==> config.mk <==
export PLATFORM = sky130hd
export DESIGN_NAME = core_sequencer
export DESIGN_NICKNAME = d
export VERILOG_FILES = /design/src/rtl/core_sequencer_pkg.sv /design/src/rtl/core_sequencer.sv
export SDC_FILE = /design/constraint.sdc
export NUM_CORES = 1
export LEC_CHECK = 0
export CORE_MARGIN = 4
export CORE_UTILIZATION = 40
export DETAILED_ROUTE_END_ITERATION = 10
export PLACE_DENSITY = 0.84
export SLEW_MARGIN = 20
export SYNTH_ARGS = -nofsm -noshare
export SYNTH_HDL_FRONTEND = slang
export SYNTH_SLANG_ARGS = --single-unit
==> constraint.sdc <==
create_clock -name clk -period 2 [get_ports clk]
set_clock_uncertainty 0.1 [all_clocks]
set_input_delay 0.5 -clock clk [delete_from_list [all_inputs] [get_ports clk]]
set_output_delay 0.5 -clock clk [all_outputs]
set_load 0.01 [all_outputs]
==> src/rtl/core_sequencer_pkg.sv <==
// Shared types and constants for the floppycomp RV32I core.
// ILLEGAL_TRAP_EN adds the TRAP state to core_state_t.
package core_sequencer_pkg;

  typedef logic [31:0] word;

  typedef struct packed {
    logic is_load;
    logic is_store;
    logic writes_rd;
    logic illegal;
  } control_signals_t;

  localparam logic [6:0] OPCODE_LOAD   = 7'b0000011;
  localparam logic [6:0] OPCODE_STORE  = 7'b0100011;
  localparam logic [6:0] OPCODE_OP_IMM = 7'b0010011;
  localparam logic [6:0] OPCODE_OP     = 7'b0110011;
  localparam logic [6:0] OPCODE_BRANCH = 7'b1100011;

  typedef enum logic [2:0] {
    StFetch,
    StDecode,
    StExecute,
    StMem,
    StWb
`ifdef ILLEGAL_TRAP_EN
    , StTrap
`endif
  } core_state_t;

  // ADDI x0, x0, 0
  localparam word NOP_INSTR        = 32'h0000_0013;
  localparam word DEFAULT_RESET_PC = 32'h0000_0000;
  localparam word DEFAULT_TRAP_VEC = 32'h0000_0100;

  // Redirect targets are forced word-aligned; the sequential path wraps mod 2^32.
  function automatic word next_seq_pc(word cur_pc, logic taken, logic [29:0] target_hi);
    return taken ? {target_hi, 2'b00} : cur_pc + 32'd4;
  endfunction

endpackage

==> src/rtl/core_sequencer.sv <==
// Multi-cycle control FSM: fetch, decode, execute, memory, writeback.
// Owns PC, instruction register and the execute-stage branch latch.
// Optional macro ILLEGAL_TRAP_EN: illegal instructions trap to TRAP_VEC instead of
// retiring as a NOP.
module core_sequencer
  import core_sequencer_pkg::*;
#(
  parameter word RESET_PC = DEFAULT_RESET_PC,
  parameter word TRAP_VEC = DEFAULT_TRAP_VEC
) (
  input  logic        clk,
  input  logic        rst,
  output logic        imem_req,
  output logic [31:0] imem_addr,
  input  logic        imem_ready,
  input  logic [31:0] imem_rdata,
  output logic [31:0] instr,
  input  logic        dec_is_load,
  input  logic        dec_is_store,
  input  logic        dec_writes_rd,
  input  logic        dec_illegal,
  input  logic        branch_taken,
  input  logic [31:0] branch_target,
  output logic        dmem_req,
  output logic        dmem_we,
  input  logic        dmem_ready,
  output logic [31:0] pc,
  output logic        rf_we,
  output logic        retire
`ifdef ILLEGAL_TRAP_EN
  , output logic      trap
`endif
);

  core_state_t state_q;
  word         pc_q;
  word         instr_q;
  logic        taken_q;
  logic [29:0] target_hi_q;
  logic        mem_access;
  logic        unused_target_lsb;

  // An illegal word never touches data memory, even if decode flags a load/store.
  assign mem_access        = (dec_is_load | dec_is_store) & ~dec_illegal;
  assign unused_target_lsb = ^branch_target[1:0];

`ifndef ILLEGAL_TRAP_EN
  logic unused_trap_vec;
  assign unused_trap_vec = ^TRAP_VEC;
`endif

  // Single FSM: state, PC, IR and branch latch all advance here.
  always_ff @(posedge clk) begin
    if (rst) begin
      state_q     <= StFetch;
      pc_q        <= RESET_PC;
      instr_q     <= NOP_INSTR;
      taken_q     <= 1'b0;
      target_hi_q <= '0;
    end else begin
      unique case (state_q)
        StFetch: begin
          if (imem_ready) begin
            instr_q <= imem_rdata;
            state_q <= StDecode;
          end
        end
        StDecode: state_q <= StExecute;
        StExecute: begin
          taken_q     <= branch_taken;
          target_hi_q <= branch_target[31:2];
`ifdef ILLEGAL_TRAP_EN
          if (dec_illegal)     state_q <= StTrap;
          else if (mem_access) state_q <= StMem;
          else                 state_q <= StWb;
`else
          if (mem_access) state_q <= StMem;
          else            state_q <= StWb;
`endif
        end
        StMem: begin
          if (dmem_ready) state_q <= StWb;
        end
        StWb: begin
          pc_q    <= next_seq_pc(pc_q, taken_q, target_hi_q);
          state_q <= StFetch;
        end
`ifdef ILLEGAL_TRAP_EN
        StTrap: begin
          pc_q    <= TRAP_VEC;
          state_q <= StFetch;
        end
`endif
        default: state_q <= StFetch;
      endcase
    end
  end

  // Moore outputs decoded from the state register.
  assign imem_req  = (state_q == StFetch);
  assign imem_addr = pc_q;
  assign pc        = pc_q;
  assign instr     = instr_q;
  assign dmem_req  = (state_q == StMem);
  assign dmem_we   = (state_q == StMem) & dec_is_store;
  assign retire    = (state_q == StWb);
  // Illegal words reaching WB (non-trap build) retire as NOPs.
  assign rf_we     = (state_q == StWb) & dec_writes_rd & ~dec_illegal;
`ifdef ILLEGAL_TRAP_EN
  assign trap      = (state_q == StTrap);
`endif

endmodule

Yosys cells after proc, flatten, opt, wreduce, memory -nomap -nowiden
Cells that the tools add are included.
- multiply operators: 0
- add/subtract/negate cells: 1
- equal/unequal tests: 6
- shift-type cells: 0
- mux-type cells: 5
- $lt $le $gt $ge: 0
- reduce and logical (&&, ||, !) cells: 3
- divide/modulo/power cells: 0
- bitwise operators: 6
- operators with widths (kind ; count):
    32-bit by 3-bit adder with 32-bit output, second input constant ; 1
    32-bit two-way mux ; 1
    3-bit one-hot mux with 4 select lines ; 1
    3-bit two-way mux ; 3
    3-bit by 2-bit equality test with 1-bit output, second input constant ; 2
    1-bit AND ; 4
    2-bit by 1-bit != test with 1-bit output, second input constant ; 2
    2-bit AND reduction ; 2
    3-bit by 1-bit equality test with 1-bit output, second input constant ; 1
    3-bit equality test, second input constant ; 1
    3-bit logical NOT ; 1
    1-bit inverter ; 1
    1-bit OR ; 1
- output and inout port bits: 101
- register bits after elaboration: 98
- latch bits: 0
- bits in read-only memories: 0
- memories kept: 0
- bits in writable memories: 0
- word-level logic and storage cells: 26

Logic depth before layout (Yosys ltp)
- depth in word-level cells: 4
- mapped depth: 9
- mapped depth without buffers: 6

Worst setup path after synthesis
Ideal clock, no wire load.
- path kind: register to output
- start point: reg state_q[0]
- end point: out rf_we
- setup slack: -0.194 ns
- cell stages (with the launch flop): 7
- arrival: 1.594 ns
- required time: 1.400 ns
- cell sequence: dfxtp_1 -> buf_6 -> or3b_1 -> buf_2 -> buf_2 -> clkbuf_1 -> nor3b_1
- cells in the longest elaborated chain, start to end: 3
- RTL lines (element ; line ; text):
    start, declared ; core_sequencer.sv:35 ; core_state_t state_q;
    start signal, assigned ; core_sequencer.sv:55 ; state_q <= StFetch;
    start signal, assigned ; core_sequencer.sv:65 ; state_q <= StDecode;
    start signal, assigned ; core_sequencer.sv:68 ; StDecode: state_q <= StExecute;
    3-bit equality test ; core_sequencer.sv:108 ; assign rf_we = (state_q == StWb) & dec_writes_rd & ~dec_illegal;
    1-bit AND (2 in series) ; core_sequencer.sv:108 ;
    end, declared ; core_sequencer.sv:28 ; output logic rf_we,
No other way between the ends.

Worst setup path after layout
- start point: reg state_q[2]
- end point: out rf_we
Same word-level chain as after synthesis.

==> run metrics <==
status finished with violations; failing checks setup timing; P_int 3.82 mW; post-DR wirelength/cell 16.3 um; nets 821; max cap viols 0; HP Class register to register; DR vias 4881; most frequent cells after synthesis 142 x nand2_1, 96 x dfxtp_1, 74 x a21oi_1; total gr overflow 0; Syn Area/Cell 7.74 sq um; sequential-to-total area share from yosys stat between 40% and 50%; Detail Route Antenna Nets 0; Sink Count 96; top layer reached by signal wires met4; Psw between 1 and 1.5 mW; Chip Width 115 um; Worst Path Required approximately 1.4 ns; worst setup path startpoint state_q[2]; most common cell in the synthesized netlist nand2_1; CTS root buffer clkbuf_16; met3 wire length approximately 1.2 mm; clk_lat worst skew between 0.3 and 0.4 ns; largest cells by area after synthesis dfxtp_1 42%, nand2_1 12%, a21oi_1 8.0%; fillers 961; initial core utilization between 40% and 50%; Crit. End Element primary output; power per cell area 757 mW/mm^2; placed cell area 0.00639 sq mm; drt drc 0; TritonCTS buffer count 9; worst setup path end rf_we; CP max stage cell or3b_4; Period Utilization, post-route 101%; reg-to-reg slack, setup 0 ns; post-route cell area slightly below 0.007 sq mm; number of global-route vias before repair ~4800; # rows 38; fmax 494 MHz; I/O pins between 150 and 200; total power 5.17 mW; number of DRC markers in iteration 0 between 200 and 300; Detail Route met2 WL 7.27 mm; CP max FO 3; initial antenna violation count 0; port bufs about 170; Synth-to-Final Area Change 48.6%; static leakage roughly 2.8 nW; min cycle time layout 2.03 ns; CTS tree done; combinational power share 22.7%; Vias/cell 5.48; Final Setup Violations 2; setup TNS -0.0291 ns; CTS clk-pin slew, worst paths 0.06 ns; EDFF count, synth 0; Synth Flop Type dfxtp_1; met1 wire length 5.80 mm; CP Depth 3; Seq pwr share between 40 and 50%; global-route wire length before repair 22.9 mm; # hold bufs at CTS 0; worst path cell trace or3b_4 > nor3b_4 > buf_2; Yosys Warn Count 0; Post-synth ARST share 0%; RePlAce Congestion around 0.92; Max stage delay on crit path 0.42 ns; sw frac 26.2%; Die Span Y 115 um; CP Buf/Inv Count 1; final hold vios 0; Critical Path AT 1.43 ns; clock power share 35.0%; Core ar. 0.0110 sq mm; H-tree depth 3; delay-heaviest family, CP simple AND/OR/NAND/NOR gates; layout cells sized above 1 between 10% and 20%; dominant cell type by area after synthesis dfxtp_1; Longest Clk Path Bufs 2; nature of the critical path startpoint register; Overall Global Routing Usage 21.4%; Detailed Route WL 14.5 mm; post-DP HPWL 10.4 mm; Yosys reg bits 96; Detailed Routing Iterations Pass 1 5; Worst R2R Start state_q[2]; VDD IR max 0.000611 V; reg2reg end imem_addr[7]; top-area cell type share of the netlist area 41.8%; FF-to-FF path depth 6; RSZ-0062 raised after global routing true; netlist area before placement ~0.0046 sq mm; pin count of the biggest net entering global routing 55; die footprint 0.0133 sq mm; Setup CP Type register to primary output; final setup margin -0.0256 ns; Antenna Cells 0; Synth Instances 595; Yosys cell types 46; max-slew violation count 0
## through the flow
step,instances,worst slack (ns),util (%),hold slack [ns]
6_report,890,-0.0256,62.0,0.353
5_1_grt,890,-0.0819,62.0,0.382
4_1_cts,891,-0.0452,61.3,0.354
3_5_place_dp,872,-0.337,57.9,0.347
3_3_place_gp,872,-0.325,57.9,0.342
2_1_floorplan,598,-0.0102,-,0.332
## layout by cell type (no fill, tap or decap), types with 3 or more instances in the layout
| cell type | n |
|---|---|
| a21oi_1 | 73 |
| a221oi_1 | 4 |
| a22oi_1 | 17 |
| a31oi_1 | 7 |
| and3_1 | 4 |
| buf_12 | 3 |
| buf_2 | 3 |
| buf_4 | 39 |
| buf_6 | 10 |
| clkbuf_16 | 9 |
| clkdlybuf4s50_1 | 137 |
| conb_1 | 4 |
| dfxtp_1 | 82 |
| dfxtp_2 | 14 |
| dlygate4sd2_1 | 9 |
| dlymetal6s2s_1 | 16 |
| inv_1 | 6 |
| mux2i_1 | 15 |
| nand2_1 | 142 |
| nand3_1 | 8 |
| nand3b_1 | 6 |
| nand4_1 | 18 |
| nor2_1 | 28 |
| nor2b_1 | 8 |
| nor3_1 | 12 |
| nor4_1 | 6 |
| o21ai_0 | 11 |
| o22ai_1 | 12 |
| or4_1 | 5 |
## worst reg2reg max path, delay by kind of cell, from the launching register on
| family | cells | cell delay, ns |
|---|---|---|
| AND/OR/NAND/NOR | 3 | 1.06 |
| buffers and inverters | 1 | 0.20 |
| flip-flops | 1 | 0.34 |
| AO/OA/AOI/OAI | 2 | 0.25 |
## power by group through the flow
stage / clock (mW) / sequential [mW] / combinational (mW)
after floorplan: 0 / 2.28 / 0.502
after global placement: 0 / 2.21 / 1.14
after detailed placement: 0 / 2.22 / 1.18
final: 1.81 / 2.19 / 1.17
after CTS: 1.85 / 2.18 / 1.19
after global routing: 1.91 / 2.21 / 1.27
## area by class of cell
class | instances | area (sq um) | share of cell area, %
flip-flops and latches | 96 | 1940 | 28.4
clock buffers | 10 | 239 | 3.49
well taps | 140 | 175 | 2.56
inverters | 7 | 31.3 | 0.457
multi-input cells | 416 | 2250 | 32.9
clock inverters | 4 | 70.1 | 1.02
repair buffers | 217 | 2130 | 31.2
## timing repair
action,CTS,global route
gates resized for setup,48,35
pin swaps,2,1
setup buffers,5,0
endpoints found under the setup margin,33,50
## kinds of logic (layout without fill, tap and decap cells)
kind of cell | count (synthesis) | count (layout) | synth area share, %
flops | 96 | 96 | 41.8
compound gates | 135 | 135 | 17.2
other cells | 1 | 4 | 0.0815
simple gates | 259 | 259 | 26.5
xor+xnor | 1 | 1 | 0.190
fa+ha+maj | 1 | 1 | 0.272
buf+inv | 86 | 238 | 10.6
mux | 16 | 16 | 3.51
## how the worst min path moves through the flow
stage                                from         endpoint  slack, ns  depth (start not counted)
after global routing             instr[4]         instr[4]       0.38                          2
after floorplan           target_hi_q[29]  target_hi_q[29]       0.33                          2
after global placement           instr[6]         instr[6]       0.34                          2
after CTS                       instr[27]        instr[27]       0.35                          2
after detailed placement        instr[13]        instr[13]       0.35                          2
final                           instr[27]        instr[27]       0.35                          2
## routing by layer
layer	global-route usage (%)	vias up
li1	-	2338
met2	37.3	200
met5	0	-
met1	25.3	2318
met4	8.06	0
met3	5.47	25
## flip-flops by register name, indices dropped and copies added (netlist names)
register	cells
instr	32
imem_addr	30
target_hi_q	30
state_q	3
taken_q	1
Note: power is estimated with default switching activity, not from simulation.
